**config.mk**
```make
export PLATFORM = sky130hd
export DESIGN_NAME = dmem_arbiter_flat
export DESIGN_NICKNAME = d
export VERILOG_FILES = /design/src/rtl/dmem_arbiter_if.sv /design/src/rtl/dmem_arbiter.sv /design/src/flat_wrapper.sv
export SDC_FILE = /design/constraint.sdc
export NUM_CORES = 1
export LEC_CHECK = 0
export CAP_MARGIN = 5
export CORE_MARGIN = 2
export CORE_UTILIZATION = 36
export DETAILED_ROUTE_END_ITERATION = 16
export HOLD_SLACK_MARGIN = 0.05
export PLACE_DENSITY = 0.82
export SLEW_MARGIN = 20
export SYNTH_ARGS = -nofsm -noshare
export SYNTH_HDL_FRONTEND = slang
export SYNTH_SLANG_ARGS = --single-unit
```
**constraint.sdc**
```tcl
create_clock -name clk -period 2.61 [get_ports clk]
set_clock_uncertainty 0.15 [all_clocks]
set_input_delay 0.261 -clock clk [delete_from_list [all_inputs] [get_ports clk]]
set_output_delay 0.261 -clock clk [all_outputs]
set_load 0.03 [all_outputs]
```
**src/rtl/dmem_arbiter_if.sv**
```systemverilog
// Single-beat requester bus between one data-memory client and the arbiter.
// Carries the request (req/we/addr/wdata) and the grant plus read return.
// master = requester side, slave = arbiter side.
interface dmem_arbiter_if #(
  parameter int DATA_W = 32
);
  logic              req;
  logic              we;
  logic [31:0]       addr;
  logic [DATA_W-1:0] wdata;
  logic              gnt;
  logic              rvalid;
  logic [DATA_W-1:0] rdata;

  modport master (
    output req, we, addr, wdata,
    input  gnt, rvalid, rdata
  );

  modport slave (
    input  req, we, addr, wdata,
    output gnt, rvalid, rdata
  );
endinterface

```
**src/rtl/dmem_arbiter.sv**
```systemverilog
// Shares the single-port data memory between the CPU port (m0) and the loader/DMA port (m1).
// Latency: grant in the request cycle when uncontended; read data one cycle after the grant.
// Backpressure: a requester holds req stable until gnt; round-robin with bounded bursts.
module dmem_arbiter #(
  parameter int ADDR_W    = 14,
  parameter int DATA_W    = 32,
  parameter int MAX_BURST = 4
) (
  input  logic              clk,
  input  logic              rst,
  dmem_arbiter_if.slave     m0,
  dmem_arbiter_if.slave     m1,
  output logic [ADDR_W-1:0] mem_a,
  output logic              mem_we,
  output logic [DATA_W-1:0] mem_d,
  input  logic [DATA_W-1:0] mem_spo
);

  localparam int CNT_W = $clog2(MAX_BURST + 1);
  localparam logic [CNT_W-1:0] CNT_MAX = CNT_W'(MAX_BURST);

  typedef enum logic [1:0] {IDLE, OWN0, OWN1} state_t;

  state_t            state;
  logic [CNT_W-1:0]  cnt;
  logic              gnt0;
  logic              gnt1;
  logic              rvalid0;
  logic              rvalid1;
  logic [DATA_W-1:0] rdata0;
  logic [DATA_W-1:0] rdata1;

  // Only the word-address bits reach the memory; the rest wrap or are byte offset.
  logic unused_addr_bits;
  assign unused_addr_bits = ^{m0.addr[31:ADDR_W+2], m0.addr[1:0],
                              m1.addr[31:ADDR_W+2], m1.addr[1:0]};

  // Pick at most one winner per cycle; the current owner keeps the memory until
  // it stops asking or has used its burst while the other side is waiting.
  always_comb begin
    gnt0 = 1'b0;
    gnt1 = 1'b0;
    if (!rst) begin
      case (state)
        OWN0: begin
          if (m0.req && (!m1.req || cnt < CNT_MAX)) gnt0 = 1'b1;
          else if (m1.req)                          gnt1 = 1'b1;
        end
        OWN1: begin
          if (m1.req && (!m0.req || cnt < CNT_MAX)) gnt1 = 1'b1;
          else if (m0.req)                          gnt0 = 1'b1;
        end
        default: begin
          if (m0.req)      gnt0 = 1'b1;
          else if (m1.req) gnt1 = 1'b1;
        end
      endcase
    end
  end

  // Steer the winner onto the memory; an idle cycle drives all zeros.
  always_comb begin
    mem_a  = '0;
    mem_we = 1'b0;
    mem_d  = '0;
    if (gnt0) begin
      mem_a  = m0.addr[ADDR_W+1:2];
      mem_we = m0.we;
      mem_d  = m0.wdata;
    end else if (gnt1) begin
      mem_a  = m1.addr[ADDR_W+1:2];
      mem_we = m1.we;
      mem_d  = m1.wdata;
    end
  end

  // Ownership/burst tracking plus capture of the async read data at the grant edge.
  always_ff @(posedge clk) begin
    if (rst) begin
      state   <= IDLE;
      cnt     <= '0;
      rvalid0 <= 1'b0;
      rvalid1 <= 1'b0;
      rdata0  <= '0;
      rdata1  <= '0;
    end else begin
      rvalid0 <= gnt0 & ~m0.we;
      rvalid1 <= gnt1 & ~m1.we;
      if (gnt0 && !m0.we) rdata0 <= mem_spo;
      if (gnt1 && !m1.we) rdata1 <= mem_spo;
      if (gnt0) begin
        state <= OWN0;
        if (state != OWN0)      cnt <= CNT_W'(1);
        else if (cnt < CNT_MAX) cnt <= cnt + 1'b1;
      end else if (gnt1) begin
        state <= OWN1;
        if (state != OWN1)      cnt <= CNT_W'(1);
        else if (cnt < CNT_MAX) cnt <= cnt + 1'b1;
      end else begin
        state <= IDLE;
        cnt   <= '0;
      end
    end
  end

  assign m0.gnt    = gnt0;
  assign m1.gnt    = gnt1;
  assign m0.rvalid = rvalid0;
  assign m1.rvalid = rvalid1;
  assign m0.rdata  = rdata0;
  assign m1.rdata  = rdata1;

endmodule

```
**src/flat_wrapper.sv**
```systemverilog
// flat-port wrapper written by rule: the top's interface ports become plain ports
module dmem_arbiter_flat 
#(
  parameter int ADDR_W    = 14,
  parameter int DATA_W    = 32,
  parameter int MAX_BURST = 4
)
  (clk, rst, mem_a, mem_we, mem_d, mem_spo, m0_req, m0_we, m0_addr, m0_wdata, m0_gnt, m0_rvalid, m0_rdata, m1_req, m1_we, m1_addr, m1_wdata, m1_gnt, m1_rvalid, m1_rdata);
  dmem_arbiter_if #(.DATA_W(DATA_W)) m0_i ();
  dmem_arbiter_if #(.DATA_W(DATA_W)) m1_i ();
  input  logic clk;
  input  logic rst;
  output logic [ADDR_W-1:0] mem_a;
  output logic mem_we;
  output logic [DATA_W-1:0] mem_d;
  input  logic [DATA_W-1:0] mem_spo;
  input wire logic [$bits(m0_i.req)-1:0] m0_req;
  input wire logic [$bits(m0_i.we)-1:0] m0_we;
  input wire logic [$bits(m0_i.addr)-1:0] m0_addr;
  input wire logic [$bits(m0_i.wdata)-1:0] m0_wdata;
  output wire logic [$bits(m0_i.gnt)-1:0] m0_gnt;
  output wire logic [$bits(m0_i.rvalid)-1:0] m0_rvalid;
  output wire logic [$bits(m0_i.rdata)-1:0] m0_rdata;
  input wire logic [$bits(m1_i.req)-1:0] m1_req;
  input wire logic [$bits(m1_i.we)-1:0] m1_we;
  input wire logic [$bits(m1_i.addr)-1:0] m1_addr;
  input wire logic [$bits(m1_i.wdata)-1:0] m1_wdata;
  output wire logic [$bits(m1_i.gnt)-1:0] m1_gnt;
  output wire logic [$bits(m1_i.rvalid)-1:0] m1_rvalid;
  output wire logic [$bits(m1_i.rdata)-1:0] m1_rdata;
  assign m0_i.req = m0_req;
  assign m0_i.we = m0_we;
  assign m0_i.addr = m0_addr;
  assign m0_i.wdata = m0_wdata;
  assign m0_gnt = m0_i.gnt;
  assign m0_rvalid = m0_i.rvalid;
  assign m0_rdata = m0_i.rdata;
  assign m1_i.req = m1_req;
  assign m1_i.we = m1_we;
  assign m1_i.addr = m1_addr;
  assign m1_i.wdata = m1_wdata;
  assign m1_gnt = m1_i.gnt;
  assign m1_rvalid = m1_i.rvalid;
  assign m1_rdata = m1_i.rdata;
  dmem_arbiter #(.ADDR_W(ADDR_W), .DATA_W(DATA_W), .MAX_BURST(MAX_BURST)) u_core (.clk(clk), .rst(rst), .m0(m0_i), .m1(m1_i), .mem_a(mem_a), .mem_we(mem_we), .mem_d(mem_d), .mem_spo(mem_spo));
endmodule
```
# Word level (Yosys, flattened, before mapping)

Index checks and enable logic that the tools add are counted.

Flip-flop bits (word level): 71
Word-level logic and storage cells: 52

Add/sub/neg operators: 1
$lt $le $gt $ge: 1
Equal/unequal tests: 4
Multiplexer cells: 24
Bitwise operators: 4
Reduce and logical (&&, ||, !) cells: 11

Operator list:

| operator                                                               | number |
|---|---|
| 32-bit two-way mux                                                     | 2 |
| 14-bit two-way mux                                                     | 2 |
| 3-bit two-way mux                                                      | 5 |
| 1-bit two-way mux                                                      | 12 |
| 1-bit logical AND                                                      | 4 |
| 1-bit logical NOT                                                      | 4 |
| 1-bit one-hot mux with 2 select lines                                  | 2 |
| 3-bit by 1-bit adder with 3-bit output (second input constant)         | 1 |
| 3-bit < comparator (second input constant)                             | 1 |
| 1-bit AND                                                              | 2 |
| 2-bit by 1-bit equality test with 1-bit output (second input constant) | 1 |
| 2-bit equality test (second input constant)                            | 1 |
| 1-bit logical OR                                                       | 2 |
| 2-bit two-way mux                                                      | 1 |
| 2-bit by 1-bit != test with 1-bit output (second input constant)       | 1 |
| 2-bit != test (second input constant)                                  | 1 |
| 1-bit inverter                                                         | 2 |
| 2-bit OR reduction                                                     | 1 |

# Longest topological paths before layout

Gate-level depths: netlist (run 1).

Depth after elaboration: 8
Gate-level depth with buffers: 9
Mapped depth without buffers: 6

# Least setup slack after synthesis (run 1)

Ideal clock, no wire load.

Path kind: reg2out
Start: register u_core.state[0]
End: output mem_a[10]
Data arrival time: 2226 ps
Setup slack: -27 ps
Cell stages (with the launch flop): 9
Path buffers: 2
Cell sequence: dfxtp_1 inv_1 ha_1 or4b_4 o211ai_2 nand3_2 buf_4 buf_6 o32ai_1

Word-level cells in the longest chain between the ends: 5
Elaborated cells between the ends (all ways): 8

RTL lines:

| item                                                                                         | RTL line           | source |
|---|---|---|
| start: declaration                                                                           | dmem_arbiter.sv:24 | `state_t state;` |
| start signal: assignment                                                                     | dmem_arbiter.sv:80 | `state <= IDLE;` |
| start signal: assignment                                                                     | dmem_arbiter.sv:92 | `state <= OWN0;` |
| start signal: assignment                                                                     | dmem_arbiter.sv:96 | `state <= OWN1;` |
| 2-bit equality test / 2-bit by 1-bit equality test with 1-bit output (equally long branches) | dmem_arbiter.sv:44 | `case (state)` |
| 1-bit one-hot mux with 2 select lines                                                        | dmem_arbiter.sv:44 |  |
| 1-bit two-way mux                                                                            | dmem_arbiter.sv:43 | `if (!rst) begin` |
| 14-bit two-way mux                                                                           | dmem_arbiter.sv:70 | `end else if (gnt1) begin` |
| 14-bit two-way mux (*)                                                                       | dmem_arbiter.sv:66 | `if (gnt0) begin` |
| end: declaration                                                                             | flat_wrapper.sv:13 | `output logic [ADDR_W-1:0] mem_a;` |

Every way passes the cells marked *; elsewhere a longest branch is shown, timed or not.

# Worst setup path after layout (run 1)

Start: register u_core.state[0]
End: output mem_d[1]

Word-level cells in the longest chain between the ends: 5
Elaborated cells between the ends (all ways): 8

RTL lines:

| item                                                                                         | RTL line           | source |
|---|---|---|
| 2-bit equality test / 2-bit by 1-bit equality test with 1-bit output (equally long branches) | dmem_arbiter.sv:44 |  |
| 1-bit one-hot mux with 2 select lines                                                        | dmem_arbiter.sv:44 |  |
| 1-bit two-way mux                                                                            | dmem_arbiter.sv:43 |  |
| 32-bit two-way mux                                                                           | dmem_arbiter.sv:70 |  |
| 32-bit two-way mux (*)                                                                       | dmem_arbiter.sv:66 |  |
| end: declaration                                                                             | flat_wrapper.sv:15 | `output logic [DATA_W-1:0] mem_d;` |

Marks and branches as above.

==> results of run 1 <==
## cell type report
type                       instances  area (µm²)
timing repair buffer             281        3000
sequential                        71        1420
fill                             763        3050
tap                              140         175
multi-input combinational        326        2790
clock inverter                     5        57.6
clock buffer                      10         239
inverter                          52         195
## cell families (layout without fill, tap and decap cells)
logic type	Yosys count	count (layout)	synth area share, %
AND/OR/NAND/NOR	163	163	22.7
buffers and inverters	108	348	10.8
multiplexers	1	1	0.245
flip-flops	71	71	34.8
adder cells (fa/ha/maj)	3	3	0.919
AO/OA/AOI/OAI	158	158	30.4
XOR/XNOR	1	1	0.214
## sequential cells by signal, summed over array words and instances, names as in the netlist
name / flops
u_core.cnt: 3
u_core.m1.rdata: 32
u_core.m1.rvalid: 1
u_core.m0.rdata: 32
u_core.m0.rvalid: 1
u_core.state: 2
## final timing paths
check / endpoint / slack [ps] / depth (start not counted)
min reg2reg: u_core.m0.rdata[26]$_SDFFE_PP0P_ / 310 / 2
max reg2reg: u_core.cnt[0]$_SDFF_PP0_ / 330 / 9
min: u_core.m0.rdata[26]$_SDFFE_PP0P_ / 310 / 2
max: mem_d[1] / -230 / 8
## tightest hold or removal path, stage by stage, from the launching register on
cell and delay, ps:
dfxtp_1 310, nand2_1 50, a21oi_1 50
## power by group
group / internal, mW / switching (mW) / total, mW
logic: 0.601 / 0.678 / 1.28
registers: 1.13 / 0.0255 / 1.16
clock network: 0.762 / 0.457 / 1.22
## metal layers
| layer | track usage, % | wire [µm] | vias to the layer above |
|---|---|---|---|
| met2 | 46.3 | 9140 | 223 |
| met5 | 0 | 0 | - |
| met4 | 7.67 | 561 | 0 |
| li1 | - | - | 2268 |
| met3 | 6.04 | 1090 | 41 |
| met1 | 32.2 | 7170 | 2369 |
## through the flow
step / worst slack, ps / hold WS, ps / TNS (ps)
2_1_floorplan: -27.3 / 188 / -273
6_report: -232 / 307 / -7180
5_1_grt: -284 / 335 / -9900
3_5_place_dp: -87.9 / 297 / -227
4_1_cts: -227 / 304 / -8770
3_3_place_gp: -42.2 / 293 / -98.0
## timing repair
action                                 CTS  global route
endpoints found under the hold margin    0             0
setup buffers                            7             0
pin swaps                               12            24
resized for setup                       48            47
gates cloned                             4             1
setup endpoints to repair               49            49
## layout by cell type (no fill, tap or decap), types with 28 or more instances in the layout
master,n
clkdlybuf4s50_1,193
dfxtp_1,69
nand2_1,68
a21oi_1,65
inv_1,51
nand2b_1,48
buf_4,43
nand4b_1,32
o31ai_1,32
o32ai_4,28
==> impl_results.md, run 1 <==
* Hold Path Origin: u_core.m0.rdata[26]$_SDFFE_PP0P_
* DIE WIDTH at 111 µm
* Wire per inst at 20.3 µm
* Rel. slew slack at 40.6%
* TritonCTS clock tree: yes
* Fin crit period at 2840 ps
* Actual slew at the worst max-slew pin at 890 ps
* Commonest cells post-synth: dfxtp_1 (71), nand2_1 (68), a21oi_1 (65), inv_1 (52), nand2b_1 (48)
* Avg Cell Area, Syn at 8.09 µm²
* Fmax at 352 MHz
* Crit. End Element: output pin
* Arr. time, crit path at 2430 ps
* Leak pwr at 2.83 nW
* DRC at 0
* Clock-pin slew on the worst setup and hold paths at 60 ps
* Critical path's top delay family: simple AND/OR/NAND/NOR gates
* Antenna viol nets, final at 0
* Row count at 38
* CP bufs+invs at 3
* Seq/Total Area, Yosys at 34.8%
* Reg2reg start: u_core.state[0]$_SDFF_PP0_
* Maxcap violations at 0
* Dpl cell area at 6840 µm²
* First-pass GRT wire length at 26,500 µm
* Cts hold-fix bufs at 0
* RD Place Congestion at 0.941
* Worst skew pair latency at 320 ps
* Number of global-route vias before repair at 4,865
* Critical path data required time at 2200 ps
* Top-area cell type share of the netlist area at 34.8%
* Setup WS post-layout at -232 ps
* Crit path launch: u_core.state[0]$_SDFF_PP0_
* Starting Density at 37.4%
* Critical path's largest stage delay at 530 ps
* Peak VDD IR at 0.000422 V
* Count leader, synth: dfxtp_1
* Design area at 7880 µm²
* Global route overflow at 0
* Max-slew violations at 0
* Unique cell type count in the Yosys netlist at 39
* Ys Warns at 0
* Final core occ at 72.1%
* WS Path Type: flop to output pin
* Sink Count at 71
* Synthesis-stage register bit count at 71
* EDFF count, synth at 0
* Core area at 10,900 µm²
* Drt pass-1 iters at 4
* Setup crit start kind: flop
* Primary FF master, synth: dfxtp_1
* Final period util at 109%
* Synth area leader: dfxtp_1
* Layout cells sized above 1 at 21.7%
* Mapped Area at 4090 µm²
* Final Hold Vio Count at 0
* Failing checks: negative setup slack
* H-Tree Depth at 3
* Non-Filler Instances at 885
* Main area contributors after synthesis: dfxtp_1 (35%), a21oi_1 (8.0%), o32ai_2 (8.0%)
* Post-synth ARST share at 0%
* Largest net degree at the start of global routing at 61
* Initial antenna violation count at 0
* # IOs at 281
* Clock Path Buffers at 2
* Die height at 111 µm
* # placed instances at 862
* Status: finished with violations
* CP Max Fanout at 15
* CP cell instances: inv_2, ha_4, or4b_4, o211ai_4, nand3_4, buf_8, o32ai_2, buf_4
* Pwr Total at 3.65 mW
* DR vias at 4,901
* Number of nets in the layout at 910
* Port Buffer Count at 244
* Hold crit path type: flop to flop
* Die area at 12,200 µm²
* CTS Buf Count at 9
* Area Overhead vs Synth at 92.9%
* Post-DP HPWL at 11,700 µm
* Syn Nets at 674
* CP max-delay cell: or4b_4
* Pwr dens at 463 nW/µm²
* RSZ-0062 raised after global routing: yes
* Starting DRT DRC Count at 294
* GRT Total Usage at 26.4%
* Routed wire length at 18,000 µm
* Vias per cell at 5.54
* # setup viols final at 48
* Root buf cell: clkbuf_16
* Diodes inserted at 0
* Synth Instances at 505
Power figures use the tool's default switching activity.
==> run 2, diff against run 1 <==
--- a/config.mk
+++ b/config.mk
@@ -9,8 +9,10 @@
 export CORE_MARGIN = 2
 export CORE_UTILIZATION = 36
 export DETAILED_ROUTE_END_ITERATION = 16
+export GPL_TIMING_DRIVEN = 0
 export HOLD_SLACK_MARGIN = 0.05
-export PLACE_DENSITY = 0.82
+export PLACE_DENSITY_LB_ADDON = 0.2
+export SETUP_SLACK_MARGIN = 0.1
 export SLEW_MARGIN = 20
 export SYNTH_ARGS = -nofsm -noshare
 export SYNTH_HDL_FRONTEND = slang
==> run 2 against run 1 <==
Against the previous run:
- the run still ends with negative setup slack left
- first-iteration DRC count is 5.8% higher
- maximum frequency about the same
- combinational power about the same
- sequential power is essentially flat
- power shrank 2.5%
- worst hold slack worse by 1.4 ps
- non-clock buffer count is 32 higher
- via count increased by 0.47%
- design area shrank 0.32%
- critical path type unchanged
- critical endpoint is now mem_d[24]
- largest power group unchanged
- highest routed layer unchanged
==> impl_results.md, run 2 (synthesis gave the netlist of run 1 again) <==
* Clock-pin slew on the worst setup and hold paths at 50 ps (about the same)
* R2R Setup Slk at 230 ps (-100 ps)
* Setup crit start kind: flop
* R2R cell count at 8 (-1)
* DIE WIDTH at 111 µm (unchanged)
* Clock power frac at 32.0% (-1.4 points)
* Critical path's largest stage delay at 510 ps (-20 ps)
* Port Buffer Count at 241 (-1.2%)
* DR vias at 4,924 (+0.47%)
* RSZ-0062 raised after global routing: yes
* Pwr dens at 453 nW/µm² (-2.2%)
* Critical path data required time at 2200 ps (about the same)
* Status: finished with violations
* Number of global-route vias before repair at 4,988 (+2.5%)
* Vias per cell at 5.36 (-3.1%)
* Starting Density at 37.4% (unchanged)
* # IOs at 281 (unchanged)
* Actual slew at the worst max-slew pin at 1070 ps (+184 ps)
* Core area at 10,900 µm² (unchanged)
* Hold Path Origin: u_core.m0.rdata[4]$_SDFFE_PP0P_
* TritonCTS clock tree: yes
* Combinational power share at 35.5% (+0.5 points)
* Peak VDD IR at 0.000420 V (-0.34%)
* Fin crit period at 2840 ps (+0.734 ps)
* Post-DP HPWL at 12,500 µm (+6.1%)
* GRT Total Usage at 26.0% (-0.35 points)
* First-pass GRT wire length at 25,800 µm (-2.8%)
* Reg2reg start: u_core.state[0]$_SDFF_PP0_
* Sink Count at 71 (unchanged)
* Leak pwr at 2.83 nW (about the same)
* H-Tree Depth at 3 (unchanged)
* Largest net degree at the start of global routing at 12 (-80%)
* Cts hold-fix bufs at 0 (unchanged)
* Row count at 38 (unchanged)
* Most frequent cell on the critical path: buf_12
* Failing checks: negative setup slack
* CP Max Fanout at 7 (-8)
* Fmax at 352 MHz (about the same)
* Initial antenna violation count at 0 (unchanged)
* Sw Share at 32.0% (+0.23 points)
* Root buf cell: clkbuf_16
* Fill cell count at 858 (+12%)
* Hold crit path type: flop to flop
* Die height at 111 µm (unchanged)
* Routed wire length at 17,000 µm (-5.3%)
* Diodes inserted at 0 (unchanged)
* RD Place Congestion at 0.824 (-12%)
* Wire per inst at 18.5 µm (-8.7%)
* CP max-delay cell: or4b_4
* Final period util at 109% (about the same)
* Psw at 1.14 mW (-1.8%)
* CP cell instances: inv_4, ha_4, or4b_4, o211ai_4, buf_6, buf_12, buf_12, clkbuf_16, o32ai_2, buf_4
* Max-slew violations at 0 (unchanged)
* DRC at 0 (unchanged)
* Sequential share of power at 32.5% (+0.9 points)
* Hold Path Depth at 2 (unchanged)
* Global route overflow at 0 (unchanged)
* Starting DRT DRC Count at 311 (+5.8%)
* Int Pwr at 2.42 mW (-2.9%)
* WS Path Type: flop to output pin
* Number of nets in the layout at 942 (+3.5%)
* Antenna viol nets, final at 0 (unchanged)
* Fin Hold WS at 305 ps (-1.44 ps)
* Setup WS post-layout at -233 ps (-0.734 ps)
* Reg2reg end: u_core.m0.rdata[23]$_SDFFE_PP0P_
* Worst skew pair latency at 330 ps (about the same)
* Rel. slew slack at 28.4% (-12 points)
* Layout cells sized above 1 at 19.8% (-2.0 points)
* Final Hold Vio Count at 0 (unchanged)
* Die area at 12,200 µm² (unchanged)
* Most common cell after layout, fill and taps aside: clkdlybuf4s50_1
* Clock Path Buffers at 2 (unchanged)
* Drt pass-1 iters at 5 (+1)
* Maxcap violations at 0 (unchanged)
* Hold Path End: u_core.m0.rdata[4]$_SDFFE_PP0P_
* Commonest cells after routing, fill and taps aside: clkdlybuf4s50_1 (192), dfxtp_1 (69), nand2_1 (68)
* Crit. End Element: output pin
* Area Overhead vs Synth at 92.3%
* # setup viols final at 48 (unchanged)
* Arr. time, crit path at 2430 ps (about the same)
* Setup TNS at -9020 ps (-1840 ps)
* CTS Buf Count at 9 (unchanged)
## run 2: worst max-delay path by stage
stage	startpoint	to	slack, ps	cells past startpoint
after floorplan	u_core.state[0]$_SDFF_PP0_	mem_a[10]	-30	8
after global placement	m1_req	mem_d[22]	-820	7
after detailed placement	m1_req	mem_d[22]	-860	7
after CTS	u_core.state[0]$_SDFF_PP0_	mem_a[7]	-210	9
after global routing	u_core.state[0]$_SDFF_PP0_	mem_d[24]	-310	10
final	u_core.state[0]$_SDFF_PP0_	mem_d[24]	-230	10
## run 2: worst max-delay path: cells and delay by family (launching register included)
| family | cells | cell delay, ps |
|---|---|---|
| compound gates | 2 | 200 |
| fa+ha+maj | 1 | 220 |
| buf+inv | 6 | 790 |
| flops | 1 | 370 |
| simple gates | 1 | 510 |
## run 2: stage by stage
step / instances / util (%) / setup WS (ps) / power, mW / instance area (µm²)
after floorplan: 505 / - / -27.3 / 1.71 / 4140
after global placement: 886 / 61.5 / -820 / 2.18 / 6730
after detailed placement: 886 / 61.5 / -857 / 2.20 / 6730
after CTS: 917 / 69.2 / -206 / 3.49 / 7570
after global routing: 918 / 71.8 / -310 / 3.69 / 7860
final: 918 / 71.8 / -233 / 3.56 / 7860
## run 2: repair_timing
item | 4_1_cts | 5_1_grt
setup buffers | 11 | 0
endpoints found under the setup margin | 49 | 51
pin swaps | 28 | 8
gates resized for setup | 393 | 45
gates cloned | 5 | 2
## run 2: layer usage
metal / vias to the layer above / share of wire (%) / GRT usage (%)
li1: 2344 / - / -
met1: 2324 / 37 / 27.6
met2: 222 / 52 / 47.4
met3: 34 / 7.5 / 7.68
met4: 0 / 3.8 / 11.7
met5: - / 0 / 0
## run 2: area by class of cell
cell class                 instances  area, µm²  area share, %
buffer                            55        364           4.63
clock inverter                     3       17.5          0.223
clock buffer                      13        260           3.31
inverter                          52        198           2.52
tap                              140        175           2.23
timing repair buffer             258       2660           33.8
multi-input combinational        326       2760           35.1
sequential                        71       1430           18.2
## run 2: power by group through the flow
| stage | combinational, mW | clock [mW] | sequential (mW) |
|---|---|---|---|
| after global placement | 1.00 | 0 | 1.18 |
| final | 1.26 | 1.14 | 1.16 |
| after CTS | 1.18 | 1.16 | 1.16 |
| after global routing | 1.33 | 1.19 | 1.16 |
| after floorplan | 0.457 | 0 | 1.26 |
| after detailed placement | 1.02 | 0 | 1.18 |
==> run 3, diff against run 2 <==
--- a/config.mk
+++ b/config.mk
@@ -5,12 +5,15 @@
 export SDC_FILE = /design/constraint.sdc
 export NUM_CORES = 1
 export LEC_CHECK = 0
+export ABC_AREA = 1
 export CAP_MARGIN = 5
 export CORE_MARGIN = 2
 export CORE_UTILIZATION = 36
 export DETAILED_ROUTE_END_ITERATION = 16
+export GPL_ROUTABILITY_DRIVEN = 0
 export GPL_TIMING_DRIVEN = 0
 export HOLD_SLACK_MARGIN = 0.05
+export MAX_ROUTING_LAYER = met4
 export PLACE_DENSITY_LB_ADDON = 0.2
 export SETUP_SLACK_MARGIN = 0.1
 export SLEW_MARGIN = 20
==> run 3 against run 2 <==
Against the previous run:
- the run now ends clean
- combinational power grew to 4.3 times the previous value
- core utilization shrank 8.2 points
- worst hold slack improved by 20 ps
- area after synthesis shrank 1.3%
- first-iteration DRC count increased by 8.7%
- sequential share of layout area grew 2.4 points
- maximum frequency increased by 17%
- critical path depth rose by 1
- die area shrank 1.2%
- wire length decreased by 7.0%
- via count is 1.9% higher
- highest routed layer unchanged
==> impl_results.md, run 3 <==
* Status: finished clean
* Crit. End Element: output pin
* DRC at 0 (unchanged)
* Number of nets in the layout at 1,075 (+14%)
* Clock Path Buffers at 2 (unchanged)
* Final period util at 93.1% (-16 points)
* Port Buffer Count at 244 (+1.2%)
* Actual slew at the worst max-slew pin at 534 ps (-540 ps)
* Setup crit start kind: flop
* Area Overhead vs Synth at 72.0%
* TritonCTS clock tree: yes
* RSZ-0062 raised after global routing: yes
* Starting Density at 37.0% (-0.32 points)
* Die area at 12,100 µm² (-1.2%)
* Reg2reg start: u_core.state[0]$_SDFF_PP0_
* Clock power frac at 12.0% (-20 points)
* Synthesis-stage register bit count at 71 (unchanged)
* Syn Nets at 807 (+20%)
* Row count at 38 (unchanged)
* Leak pwr at 3.12 nW (+10%)
* # setup viols final at 0 (-100%)
* EDFF count, synth at 0 (unchanged)
* GRT Total Usage at 25.5% (-0.55 points)
* Most common cell after layout, fill and taps aside: nand2_1
* Commonest cells post-synth: nand2_1 (228), inv_1 (77), dfxtp_1 (71), nor2_1 (69), nand4_1 (48)
* Count leader, synth: nand2_1
* Synth Area in Simple Gates at 42.0% (+19 points)
* Primary FF master, synth: dfxtp_1
* Critical path data required time at 2200 ps (about the same)
* Number of global-route vias before repair at 4,670 (-6.4%)
* Largest net degree at the start of global routing at 13 (+1)
* Mux contribution to synthesized area at 0.248% (+0.0032 points)
* Core area at 10,900 µm² (-0.44%)
* First-pass GRT wire length at 23,200 µm (-9.9%)
* Main combinational cell family by area after synthesis: simple AND/OR/NAND/NOR gates
* Fmax at 411 MHz (+17%)
* Post-DP HPWL at 11,900 µm (-4.3%)
* Hold Path Origin: mem_spo[22]
* Wire per inst at 15.0 µm (-19%)
* Sequential share of power at 19.3% (-13 points)
* Fin Hold WS at 325 ps (+19.9 ps)
* Pwr dens at 1140 nW/µm² (+150%)
* Worst skew pair latency at 350 ps (+20 ps)
* Max-slew violations at 0 (unchanged)
* Crit path launch: u_core.state[0]$_SDFF_PP0_
* Vias per cell at 4.77 (-11%)
* Diodes inserted at 0 (unchanged)
* # placed instances at 1,022 (+15%)
* Combinational power share at 68.7% (+33 points)
* Global route overflow at 0 (unchanged)
* Synth Area in Adders at 0.931% (+0.012 points)
* Mapped Area at 4030 µm² (-1.3%)
* Pre-CTS WS at -423 ps (+435 ps)
* Unique cell type count in the Yosys netlist at 23 (-41%)
* Layout cells sized above 1 at 15.3% (-4.5 points)
* Initial antenna violation count at 0 (unchanged)
* Top-area cell type share of the netlist area at 35.2% (+0.45 points)
* Avg Cell Area, Syn at 6.32 µm² (-22%)
* Fin crit period at 2430 ps (-412 ps)
* # IOs at 281 (unchanged)
* Post-synth ARST share at 0% (unchanged)
* Peak VDD IR at 0.000796 V (+90%)
* Dpl cell area at 6650 µm² (-1.1%)
* Clock-pin slew on the worst setup and hold paths at 80 ps (+30 ps)
* Rel. slew slack at 64.4% (+36 points)
* Ys Warns at 0 (unchanged)
* Post-synthesis compound-gate area fraction at 5.71% (-25 points)
* Psw at 3.87 mW (+240%)
* DIE WIDTH at 110 µm (-0.62%)
* Routed wire length at 15,800 µm (-7.0%)
* Design area at 6930 µm² (-12%)
* Maxcap violations at 0 (unchanged)
* H-Tree Depth at 3 (unchanged)
* Xor/xnor share of the synthesized area at 0.217% (+0.0028 points)
* Seq/Total Area, Yosys at 35.2% (+0.45 points)
* WS Path Type: flop to output pin
* Sw Share at 49.0% (+17 points)
* Final Hold Vio Count at 0 (unchanged)
* DR vias at 5,016 (+1.9%)
* Sink Count at 71 (unchanged)
* Antenna viol nets, final at 0 (unchanged)
* CTS Buf Count at 9 (unchanged)
* Root buf cell: clkbuf_8
* CP Max Fanout at 10 (+3)
* Setup WS post-layout at 179 ps (+412 ps)
* Main area contributors after synthesis: dfxtp_1 (35%), nand2_1 (21%), nand4_1 (7.4%)
* Synth area leader: dfxtp_1
* Pwr Total at 7.89 mW (+120%)
* Drt pass-1 iters at 7 (+2)
* Synth Instances at 638 (+26%)
* Arr. time, crit path at 2020 ps (-410 ps)
* Commonest cells after routing, fill and taps aside: nand2_1 (225), clkdlybuf4s50_1 (194), inv_1 (74)
* Cts hold-fix bufs at 0 (unchanged)
* Int Pwr at 4.02 mW (+66%)
* Hold crit path type: input port to flop
* Starting DRT DRC Count at 338 (+8.7%)
* Die height at 110 µm (-0.62%)
* Non-Filler Instances at 1,051 (+14%)
run 3: cell types whose count changed after synthesis, moves of 32 or more:
cell,delta
nand2b_1,-48
a21oi_1,-65
nand4b_1,-32
clkbuf_1,-40
nand2_1,+160
nand3_1,+37
o21ai_1,+39
o31ai_1,-32
nand4_1,+48
nor2_1,+64
run 3: area by class of cell:
| type | instances | area [µm²] |
|---|---|---|
| Buffer | 47 | 374 |
| Clock buffer | 12 | 165 |
| Clock inverter | 4 | 51.3 |
| Fill cell | 1017 | 3950 |
| Inverter | 79 | 302 |
| Multi-Input combinational cell | 441 | 2050 |
| Sequential cell | 71 | 1420 |
| Tap cell | 140 | 175 |
| Timing Repair Buffer | 257 | 2400 |
run 3: critical path, stage by stage, from the launching register on:
cell     delay [ps]
dfxtp_2         330
buf_4           110
ha_4            130
nand2_1          60
inv_1            80
nand2_2          70
nand3_4         120
buf_8           140
buf_6           130
nand4_1         150
o21ai_4         200
buf_6           150
run 3: metrics by stage:
stage,util (%),setup TNS (ps)
after floorplan,-,0
after global placement,61.1,-12160
after detailed placement,61.1,-13900
after CTS,61.4,0
after global routing,63.7,0
final,63.7,0
run 3: routing by layer:
layer / track usage [%] / up-vias / share of wire, %
met3: 7.77 / 38 / 9.4
met4: 11.0 / 0 / 2.9
met2: 42.4 / 211 / 49
li1: - / 2527 / -
met1: 28.1 / 2240 / 38
met5: - / - / 0
run 3: repair_timing:
action | CTS | global route
buffers inserted | 0 | 11
endpoints found under the setup margin | 49 | 49
resized for setup | 264 | 43
pin swaps | 1 | 6
cloned | 0 | 2
run 3: kinds of logic after synthesis:
logic type | count (synthesis)
and+or+nand+nor | 390
muxes | 1
DFF | 71
AOI/OAI and AO/OA | 46
buffers and inverters | 126
adders and majority gates | 3
xor gates and xnor gates | 1
run 3: path summary, 6_finish.rpt:
kind / endpoint / slack [ps] / cells past startpoint
worst max register to register: u_core.m1.rdata[16]$_SDFFE_PP0P_ / 770 / 10
worst max-delay path: mem_d[22] / 180 / 11
worst min register to register: u_core.m1.rdata[1]$_SDFFE_PP0P_ / 370 / 4
worst min-delay path: u_core.m0.rdata[22]$_SDFFE_PP0P_ / 330 / 3
run 3: power by group through the flow:
stage / combinational, mW / clock, mW / sequential (mW)
2_1_floorplan: 2.65 / 0 / 2.05
3_3_place_gp: 5.03 / 0 / 1.53
3_5_place_dp: 5.12 / 0 / 1.54
4_1_cts: 4.92 / 0.967 / 1.53
5_1_grt: 5.79 / 1.01 / 1.56
6_report: 5.42 / 0.948 / 1.53
